===== config.mk =====
export PLATFORM = sky130hd
export DESIGN_NAME = evaluate_blend_flat
export DESIGN_NICKNAME = d
export VERILOG_FILES = /design/src/rtl/evaluate_blend_pkg.sv /design/src/rtl/evaluate_blend_if.sv /design/src/rtl/evaluate_blend_adder_tree.sv /design/src/rtl/evaluate_blend.sv /design/src/flat_wrapper.sv
export SDC_FILE = /design/constraint.sdc
export NUM_CORES = 2
export LEC_CHECK = 0
export BUFFER_PORTS_ARGS = -buffer_cell sky130_fd_sc_hd__buf_4
export CORE_AREA = 5 5 450 452
export DETAILED_ROUTE_END_ITERATION = 6
export DIE_AREA = 0 0 455 457
export GPL_ROUTABILITY_DRIVEN = 0
export PLACE_DENSITY_LB_ADDON = 0.05
export SYNTH_ARGS = -nofsm -noshare
export SYNTH_HDL_FRONTEND = slang
export SYNTH_SLANG_ARGS = --single-unit

===== constraint.sdc =====
create_clock -name clk -period 18.6 [get_ports clk]
set_input_delay 3.72 -clock clk [delete_from_list [all_inputs] [get_ports clk]]
set_output_delay 3.72 -clock clk [all_outputs]
set_load 0.05 [all_outputs]

===== src/rtl/evaluate_blend_pkg.sv =====
// evaluate_pkg: states, default constants and helpers shared by the evaluation blend.
package evaluate_pkg;
   typedef enum logic [1:0] {IDLE, WAIT_TERMS, PIPE, HOLD} state_e;
   localparam int DEF_PHASE_MAX = 62;
   localparam int DEF_FRAC_BITS = 20;
   function automatic int clog2(input int n);
      int r;
      r = 0;
      while ((1 << r) < n) r++;
      return r;
   endfunction
   function automatic longint recip(input int frac, input int pmax);
      return (longint'(1) << frac) / longint'(pmax);
   endfunction
   // Symmetric clamp so a later negation can never overflow.
   function automatic logic signed [127:0] saturate(input logic signed [127:0] v, input int w);
      logic signed [127:0] lim;
      lim = (128'sd1 <<< (w - 1)) - 128'sd1;
      return (v > lim) ? lim : (v < -lim) ? -lim : v;
   endfunction
endpackage


===== src/rtl/evaluate_blend_if.sv =====
// evaluate_blend_if: term collection and result bus of the evaluation blend.
interface evaluate_blend_if #(parameter int EVAL_WIDTH = 24, parameter int NUM_TERMS = 8);
   logic                            start;
   logic [6:0]                      occupied_count;
   logic                            negate_for_side;
   logic [NUM_TERMS-1:0]            term_mask;
   logic [NUM_TERMS*EVAL_WIDTH-1:0] term_mg;
   logic [NUM_TERMS*EVAL_WIDTH-1:0] term_eg;
   logic [NUM_TERMS-1:0]            term_valid;
   logic                            clear_eval;
   logic signed [EVAL_WIDTH-1:0]    eval;
   logic                            eval_valid;
   logic                            timeout_err;
   logic                            busy;
   modport master (
      output start, occupied_count, negate_for_side, term_mask, term_mg, term_eg, term_valid, clear_eval,
      input  eval, eval_valid, timeout_err, busy
   );
   modport slave (
      input  start, occupied_count, negate_for_side, term_mask, term_mg, term_eg, term_valid, clear_eval,
      output eval, eval_valid, timeout_err, busy
   );
endinterface


===== src/rtl/evaluate_blend_adder_tree.sv =====
// eval_adder_tree: pipelined signed reduction of N inputs, one registered level per stage.
module eval_adder_tree
   import evaluate_pkg::*;
#(
   parameter int  N    = 8,
   parameter int  IN_W = 24,
   localparam int S    = clog2(N),
   localparam int OW   = IN_W + S
) (
   input  logic                 clk,
   input  logic                 rst_n,
   input  logic [N*IN_W-1:0]    din,
   output logic signed [OW-1:0] sum
);
   localparam int P = 1 << S;
   // Heap layout: node k sums children 2k and 2k+1, leaves sit at P..2P-1.
   logic signed [OW-1:0] lvl [1:2*P-1];
   logic signed [OW-1:0] node_d [1:P-1];
   logic signed [OW-1:0] node_q [1:P-1];
   always_comb begin
      lvl = '{default: '0};
      for (int k = 1; k < P; k++) lvl[k] = node_q[k];
      for (int k = 0; k < N; k++) lvl[P+k] = OW'(signed'(din[k*IN_W +: IN_W]));
      for (int k = 1; k < P; k++) node_d[k] = lvl[2*k] + lvl[2*k+1];
   end
   always_ff @(posedge clk or negedge rst_n) begin
      if (!rst_n) node_q <= '{default: '0};
      else node_q <= node_d;
   end
   assign sum = node_q[1];
endmodule


===== src/rtl/evaluate_blend.sv =====
// evaluate_blend: tapered mg/eg evaluation combiner; collects terms, blends by phase,
// rescales by a reciprocal multiply, then truncates, negates and saturates.
module evaluate_blend
   import evaluate_pkg::*;
#(
   parameter int EVAL_WIDTH = 24,
   parameter int NUM_TERMS  = 8,
   parameter int PHASE_MAX  = DEF_PHASE_MAX,
   parameter int FRAC_BITS  = DEF_FRAC_BITS,
   parameter int TIMEOUT    = 255
) (
   input logic             clk,
   input logic             reset,
   evaluate_blend_if.slave bus
);
   localparam int TS    = clog2(NUM_TERMS);
   localparam int LAT   = TS + 4;
   localparam int SUM_W = EVAL_WIDTH + TS;
   localparam int MW    = SUM_W + 8;
   localparam int SC_W  = MW + 1;
   localparam int PR_W  = SC_W + FRAC_BITS + 2;
   localparam int TW    = (TIMEOUT < 2) ? 1 : $clog2(TIMEOUT + 1);
   localparam int LW    = $clog2(LAT);
   localparam int EW    = EVAL_WIDTH;
   localparam logic signed [FRAC_BITS+1:0] RECIP = (FRAC_BITS+2)'(recip(FRAC_BITS, PHASE_MAX));
   localparam logic [6:0] PMAX = 7'(PHASE_MAX);

   state_e                      state_q, state_d;
   logic                        start_q;
   logic [6:0]                  phase_q, phase_d;
   logic [NUM_TERMS-1:0]        mask_q, mask_d;
   logic                        neg_q, neg_d;
   logic [TW-1:0]               tmo_q, tmo_d;
   logic [LW-1:0]               lat_q, lat_d;
   logic [NUM_TERMS*EW-1:0]     mg_in_q, mg_in_d, eg_in_q, eg_in_d;
   logic signed [SUM_W-1:0]     mg_sum, eg_sum;
   logic signed [MW-1:0]        mg_s_q, mg_s_d, eg_s_q, eg_s_d;
   logic signed [SC_W-1:0]      score_q, score_d;
   logic signed [PR_W-1:0]      prod_q, prod_d, q;
   logic signed [EW-1:0]        eval_q, eval_d, eval_sat;
   logic                        valid_q, terr_q, terr_d, busy_q;
   logic                        all_ok, tmo_hit;

   eval_adder_tree #(.N(NUM_TERMS), .IN_W(EW)) u_mg_tree (.clk(clk), .rst_n(reset), .din(mg_in_q), .sum(mg_sum));
   eval_adder_tree #(.N(NUM_TERMS), .IN_W(EW)) u_eg_tree (.clk(clk), .rst_n(reset), .din(eg_in_q), .sum(eg_sum));

   assign all_ok  = &(bus.term_valid | ~mask_q);
   assign tmo_hit = (TIMEOUT != 0) && ({1'b0, tmo_q} + (TW+1)'(1) == (TW+1)'(TIMEOUT));

   always_comb begin
      state_d = state_q;
      phase_d = phase_q;
      mask_d  = mask_q;
      neg_d   = neg_q;
      tmo_d   = tmo_q;
      lat_d   = lat_q;
      eval_d  = eval_q;
      terr_d  = terr_q;
      mg_in_d = mg_in_q;
      eg_in_d = eg_in_q;
      if (bus.clear_eval && state_q != IDLE) begin
         state_d = IDLE;
         terr_d  = 1'b0;
      end else if (state_q == IDLE && bus.start && !start_q) begin
         state_d = WAIT_TERMS;
         phase_d = (bus.occupied_count > PMAX) ? PMAX : bus.occupied_count;
         mask_d  = bus.term_mask;
         neg_d   = bus.negate_for_side;
         tmo_d   = '0;
      end else if (state_q == WAIT_TERMS && all_ok) begin
         state_d = PIPE;
         lat_d   = LW'(LAT - 1);
         for (int i = 0; i < NUM_TERMS; i++) begin
            mg_in_d[i*EW +: EW] = mask_q[i] ? bus.term_mg[i*EW +: EW] : '0;
            eg_in_d[i*EW +: EW] = mask_q[i] ? bus.term_eg[i*EW +: EW] : '0;
         end
      end else if (state_q == WAIT_TERMS) begin
         tmo_d   = tmo_q + TW'(1);
         state_d = tmo_hit ? HOLD : WAIT_TERMS;
         eval_d  = tmo_hit ? '0 : eval_q;
         terr_d  = tmo_hit;
      end else if (state_q == PIPE) begin
         lat_d   = lat_q - LW'(1);
         state_d = (lat_q == '0) ? HOLD : PIPE;
         eval_d  = (lat_q == '0) ? eval_sat : eval_q;
      end
   end

   // Datapath runs freely; the LAT down-counter decides when its output is meaningful.
   always_comb begin
      mg_s_d   = MW'(mg_sum) * MW'($signed({1'b0, phase_q}));
      eg_s_d   = MW'(eg_sum) * MW'($signed({1'b0, PMAX - phase_q}));
      score_d  = SC_W'(mg_s_q) + SC_W'(eg_s_q);
      prod_d   = PR_W'(score_q) * PR_W'(RECIP);
      q        = prod_q >>> FRAC_BITS;
      q        = (prod_q[PR_W-1] && |prod_q[FRAC_BITS-1:0]) ? q + PR_W'(1) : q;
      q        = neg_q ? -q : q;
      eval_sat = EW'(saturate(128'(q), EW));
   end

   always_ff @(posedge clk or negedge reset) begin
      if (!reset) begin
         state_q <= IDLE;
         start_q <= 1'b0;
         phase_q <= '0;
         mask_q  <= '0;
         neg_q   <= 1'b0;
         tmo_q   <= '0;
         lat_q   <= '0;
         mg_in_q <= '0;
         eg_in_q <= '0;
         mg_s_q  <= '0;
         eg_s_q  <= '0;
         score_q <= '0;
         prod_q  <= '0;
         eval_q  <= '0;
         terr_q  <= 1'b0;
         valid_q <= 1'b0;
         busy_q  <= 1'b0;
      end else begin
         state_q <= state_d;
         start_q <= bus.start;
         phase_q <= phase_d;
         mask_q  <= mask_d;
         neg_q   <= neg_d;
         tmo_q   <= tmo_d;
         lat_q   <= lat_d;
         mg_in_q <= mg_in_d;
         eg_in_q <= eg_in_d;
         mg_s_q  <= mg_s_d;
         eg_s_q  <= eg_s_d;
         score_q <= score_d;
         prod_q  <= prod_d;
         eval_q  <= eval_d;
         terr_q  <= terr_d;
         valid_q <= (state_d == HOLD);
         busy_q  <= (state_d != IDLE);
      end
   end

   assign bus.eval        = eval_q;
   assign bus.eval_valid  = valid_q;
   assign bus.timeout_err = terr_q;
   assign bus.busy        = busy_q;
endmodule


===== src/flat_wrapper.sv =====
// flat-port wrapper written by rule: the top's interface ports become plain ports
module evaluate_blend_flat import evaluate_pkg::*;
#(
   parameter int EVAL_WIDTH = 24,
   parameter int NUM_TERMS  = 8,
   parameter int PHASE_MAX  = DEF_PHASE_MAX,
   parameter int FRAC_BITS  = DEF_FRAC_BITS,
   parameter int TIMEOUT    = 255
)
  (clk, reset, bus_start, bus_occupied_count, bus_negate_for_side, bus_term_mask, bus_term_mg, bus_term_eg, bus_term_valid, bus_clear_eval, bus_eval, bus_eval_valid, bus_timeout_err, bus_busy);
  evaluate_blend_if #(.EVAL_WIDTH(EVAL_WIDTH), .NUM_TERMS(NUM_TERMS)) bus_i ();
  input logic clk;
  input logic reset;
  input wire logic [$bits(bus_i.start)-1:0] bus_start;
  input wire logic [$bits(bus_i.occupied_count)-1:0] bus_occupied_count;
  input wire logic [$bits(bus_i.negate_for_side)-1:0] bus_negate_for_side;
  input wire logic [$bits(bus_i.term_mask)-1:0] bus_term_mask;
  input wire logic [$bits(bus_i.term_mg)-1:0] bus_term_mg;
  input wire logic [$bits(bus_i.term_eg)-1:0] bus_term_eg;
  input wire logic [$bits(bus_i.term_valid)-1:0] bus_term_valid;
  input wire logic [$bits(bus_i.clear_eval)-1:0] bus_clear_eval;
  output wire logic [$bits(bus_i.eval)-1:0] bus_eval;
  output wire logic [$bits(bus_i.eval_valid)-1:0] bus_eval_valid;
  output wire logic [$bits(bus_i.timeout_err)-1:0] bus_timeout_err;
  output wire logic [$bits(bus_i.busy)-1:0] bus_busy;
  assign bus_i.start = bus_start;
  assign bus_i.occupied_count = bus_occupied_count;
  assign bus_i.negate_for_side = bus_negate_for_side;
  assign bus_i.term_mask = bus_term_mask;
  assign bus_i.term_mg = bus_term_mg;
  assign bus_i.term_eg = bus_term_eg;
  assign bus_i.term_valid = bus_term_valid;
  assign bus_i.clear_eval = bus_clear_eval;
  assign bus_eval = bus_i.eval;
  assign bus_eval_valid = bus_i.eval_valid;
  assign bus_timeout_err = bus_i.timeout_err;
  assign bus_busy = bus_i.busy;
  evaluate_blend #(.EVAL_WIDTH(EVAL_WIDTH), .NUM_TERMS(NUM_TERMS), .PHASE_MAX(PHASE_MAX), .FRAC_BITS(FRAC_BITS), .TIMEOUT(TIMEOUT)) u_core (.clk(clk), .reset(reset), .bus(bus_i));
endmodule

**Word level (Yosys, flattened, before mapping)**

Cells that the tools add are included.

- RAM bits: 0
- Input bits: 412
- Word-level logic and storage cells: 137
- Latch bits: 0
- Bits in read-only memories: 0
- Bits in registers: 957
- Output and inout bits: 27
- Memories kept: 0

- Div/mod/pow operators: 0
- $mul: 3
- Reductions and logical operators: 23
- Bitwise logic cells: 5
- Equality and inequality tests: 9
- Multiplexer cells: 42
- Shifts and indexed selects: 0
- Add/subtract/negate cells: 21
- Order comparisons: 3

Operators by type and width:

| operator | number |
|---|---|
| $mux W24 | 22 |
| $add A24 B24 Y25 | 8 |
| $mux W58 | 2 |
| $add A25 B25 Y26 | 4 |
| $mul A27 B8 Y35 | 2 |
| $gt A58 B24 Y1 const B | 1 |
| $lt A58 B24 Y1 const B | 1 |
| $neg A58 Y58 | 1 |
| $add A27 B27 Y27 | 2 |
| $mul A36 B12 Y48 const B | 1 |
| $add A35 B35 Y36 | 1 |
| $add A32 B2 Y33 const B | 1 |
| $mux W8 | 3 |
| $reduce_or A16 Y1 | 1 |
| $reduce_bool A2 Y1 | 7 |
| $mux W2 | 6 |
| $add A8 B1 Y9 const B | 1 |
| $eq A9 B8 Y1 const B | 1 |
| $mux W3 | 3 |
| $reduce_and A3 Y1 | 3 |
| $add A8 B1 Y8 const B | 1 |
| $ne A2 B1 Y1 const B | 4 |
| $not A8 Y8 | 1 |
| $or A8 B8 Y8 | 1 |
| 17 further kinds | 28 |

**Depth between registers and ports, before layout**

- Word-level depth: 11
- Mapped depth: 26
- Mapped depth without buffers: 25

**Modules after synthesis**

From an unflattened synthesis, not the netlist that was laid out.

- Cell total of the unflattened synthesis: 7403
- Area total of the unflattened synthesis: 68692.1 um2

By module, submodules not included:

| module | seq. area each (um2) | cells an instance | area an instance (um2) | instances |
|---|---|---|---|---|
| evaluate_blend | 14889.3 | 4713 | 42662.2 | 1 |
| eval_adder_tree | 4479.3 | 1345 | 13015.0 | 2 |

**Least setup slack after synthesis**

OpenSTA, ideal clock, no wires.

- Path kind: flip-flop to flip-flop
- Start point: reg u_core.phase_q[0]
- End point: reg u_core.eg_s_q[34]
- Arrival time: 5.892 ns
- Cell stages (with the launch flop): 26
- Clock period less this slack: 5.972 ns
- Data required time: 18.520 ns
- Setup slack: 12.628 ns
- Buffers on the path: 1
- Setup time: 0.080 ns
- Cell sequence: dfrtp_1 ha_1 nand3_1 xor2_1 clkbuf_1 nand2_1 fa_1 inv_1 fa_1 fa_1 inv_1 fa_1 inv_1 ha_1 o21a_1 o21ai_0 o31ai_1 nand4_1 a31oi_1 a41oi_1 a21oi_1 a221o_1 a21oi_1 o21ai_0 a21oi_1 xnor2_1

- Cells in the longest elaborated chain, start to end: 2

RTL lines:

| element | line | RTL |
|---|---|---|
| start: declaration | evaluate_blend.sv:30 | `logic [6:0] phase_q, phase_d;` |
| start signal: assignment | evaluate_blend.sv:123 | `phase_q <= phase_d;` |
| $sub A6 B7 Y7 | evaluate_blend.sv:92 | `eg_s_d = MW'(eg_sum) * MW'($signed({1'b0, PMAX - phase_q}));` |
| $mul A27 B8 Y35 | evaluate_blend.sv:92 |  |
| named net u_core.eg_s_d[34] | evaluate_blend.sv:37 | `logic signed [MW-1:0] mg_s_q, mg_s_d, eg_s_q, eg_s_d;` |
| end signal: assignment | evaluate_blend.sv:131 | `eg_s_q <= eg_s_d;` |
| end: declaration | evaluate_blend.sv:37 |  |

The timed path passes the listed nets, and every way through them passes these cells.
A chain may end at the register's enable or synchronous reset.

**Worst setup path after layout**

- Start point: reg u_core.phase_q[3]
- End point: reg u_core.eg_s_q[34]

The elaborated chain is that of the path after synthesis.

==> results.md <==
- Max cap viols: 0
- Initial antenna violation count: 17
- Largest net degree at the start of global routing: 185
- Post-synth cell types: 85
- Die X: 455 um
- Slew @ Worst Pin: 1.107 ns
- Area grow syn2layout: 15.73%
- Final worst path period share: 40.87%
- CTS Hold Bufs: 0
- WL final: 188.4 mm
- Final hold vios: 0
- Core area: 0.1984 mm2
- Synth top area share: 35.67%
- Worst Hold Class: flip-flop to flip-flop
- CP required: 19.18 ns
- Via count: 50050
- DRC viols: 0
- CP most frequent cell: fa_1
- Async SR Flop Fraction: 100.0%
- # rows: 164
- DRT Pass-1 Iters: 7
- Top cells by area, synth: dfrtp_1, ha_1, fa_1
- First-pass GRT wire length: 299.0 mm
- Slowest cell on crit path: dfrtp_1
- Setup ws final: 11.00 ns
- Pre-CTS WS: 10.21 ns
- Layout cells sized above 1: 9.921%
- Ports: 439
- Critical path's top delay family: adder cells
- Crit-path max FO: 31
- DRT iter0 DRCs: 2202
- Vias/cell: 4.801
- WS Path Type: flip-flop to flip-flop
- Synth Instances: 7265
- Number of port buffers: 438
- Syn_nets: 8652
- Post-synth EDFFs: 0
- Clock buffer count from CTS: 116
- Max_slew headroom: 26.18%
- Slew Viols, Final: 0
- Per-cell routed wire length: 18.08 um
- Die Y: 457 um
- YS warnings: 0
- CP Capture Type: flip-flop
- Critical Path AT: 8.19 ns
- CTS tree: done
- WP buf/inv: 4
- Skew-Pair Late Insertion Delay: 0.77 ns
- Mapped Area: 0.06685 mm2
- Post-cts gate resize count: 0
- Clock Sink Count: 953
- Max H-tree Level: 3
- Top FF cell, synth: dfrtp_1
- Synth area leader: dfrtp_1
- Die area: 0.2079 mm2
- Status: finished clean
- Post-layout util: 38.99%
- Synth Register Bits: 953
- R2R setup slack: 11.00 ns
- Initial core utilization: 33.69%
- NumNets Final: 9046
- Min Tclk post-route: 7.602 ns
- Setup_tns: 0 ns
- Hpwl dp: 152.0 mm
- Clk_skew: 0.04242 ns
- Final setup fails: 0
- Setup bufs post-CTS: 0
- GRT Overall Usage: 18.13%
- Fmax: 131.5 MHz
- Register area share after synthesis: 35.67%
- CP cell instances: nand3_1 -> xor2_1 -> buf_4 -> nand2_1 -> fa_1 -> inv_1 -> fa_1 -> fa_1 -> inv_1 -> fa_1 -> inv_1 -> ha_1 -> o21a_1 -> o21ai_0 -> o31ai_1 -> nand4_1 -> a31oi_1 -> a41oi_1 -> a21oi_1 -> a221o_1 -> a21oi_1 -> o21ai_0 -> a21oi_1 -> xnor2_1
- Antenna Nets Post-Route: 0
- Total gr overflow: 0
- Crit start category: flip-flop
- Vias in the first global route: 52000
- Max clock buf depth: 3
- Crit path largest cell delay: 1.07 ns
- Unrepaired setup endpoints after global routing: no
- Root Buffer: clkbuf_16
- Reg clk slew, reported paths: 0.06 ns
- Syn Area/Cell: 9.202 um2
cell usage after synthesis (all sizes together) (28+ instances only):
cell and count:
dfrtp 953, nand3 160, o21ai 612, inv 691
o21a 59, or3 56, xnor2 356, a21boi 38
a21oi 277, a211oi 34, a31oi 47, nor2 366
nand2 1119, a21o 71, nand2b 70, and3 62
nor2b 97, ha 648, nor3 171, nand4 29
or2 28, xor2 111, and2 280, clkbuf 193
fa 327, nor4 37
state kept, by name (all words and copies together) (netlist names):
register	count
u_core.eg_in_q	192
u_core.mg_in_q	192
u_core.u_eg_tree.lvl	152
u_core.u_mg_tree.lvl	152
u_core.prod_q	48
u_core.score_q	36
u_core.eg_s_q	35
u_core.mg_s_q	35
u_core.u_eg_tree.sum	27
u_core.u_mg_tree.sum	27
u_core.bus.eval	24
u_core.mask_q	8
u_core.tmo_q	8
u_core.phase_q	7
u_core.lat_q	3
u_core.state_q	2
u_core.bus.busy	1
u_core.bus.eval_valid	1
u_core.bus.timeout_err	1
u_core.neg_q	1
u_core.start_q	1
cell families (layout without fill, tap and decap cells):
kind of cell,count (synthesis),after routing,share of synthesized area (%)
adders and majority gates,975,975,21.92
DFF,953,953,35.67
xor gates and xnor gates,467,467,6.118
and+or+nand+nor,2534,2534,17.77
other,0,8,0
buffers and inverters,896,1392,5.057
AOI/OAI and AO/OA,1427,1427,13.27
muxes,13,13,0.1965
routing by layer:
metal	GRT usage, %	vias to the layer above	share of wire, %
met4	4.478	2	2.3
li1	-	25280	-
met3	2.562	193	3.4
met1	24.34	23920	47
met5	0	-	0.0069
met2	30.79	652	48
cell usage in the layout (no fill, tap or decap), types with 70 or more instances in the layout:
master and n:
inv_1 691, a21oi_1 277, a21o_1 71, xor2_1 108
fa_1 327, clkbuf_16 116, nor3_1 170, xnor2_1 356
dfrtp_1 944, o21ai_0 608, nor2_1 364, nor2b_1 97
buf_4 477, ha_1 648, nand3_1 159, nand2_1 1119
and2_1 279, nand2b_1 70
metrics by stage:
step	instances	hold WS (ns)	instance area [um2]
global route	10420	0.4198	77360
global placement	10200	0.3975	73120
detailed placement	10200	0.3976	73120
floorplan	7265	0.3597	66850
finish	10430	0.4019	77370
CTS	10420	0.4103	77350
final timing paths:
kind                                   startpoint                 end  depth (start not counted)
worst min register to register  u_core.score_q[0]    u_core.prod_q[4]                          0
worst min-delay path            u_core.score_q[0]    u_core.prod_q[4]                          0
worst max register to register  u_core.phase_q[3]   u_core.eg_s_q[34]                         24
worst max-delay path            u_core.phase_q[3]   u_core.eg_s_q[34]                         24
max in group asynchronous                   reset  u_core.mg_in_q[68]                          4
min in group asynchronous                   reset     u_core.tmo_q[7]                          1
layout make-up:
cell class	count	area [um2]
Multi-Input combinational cell	5416	39700
Inverter	692	2597
Timing Repair Buffer	480	3636
Tap cell	2656	3323
Clock buffer	150	3231
Antenna cell	8	20.02
Clock inverter	70	1001
Sequential cell	953	23860
Fill cell	20090	121100
Power is not shown: default switching activity piles up to over one toggle a cycle in this logic, so the estimate is an artifact.
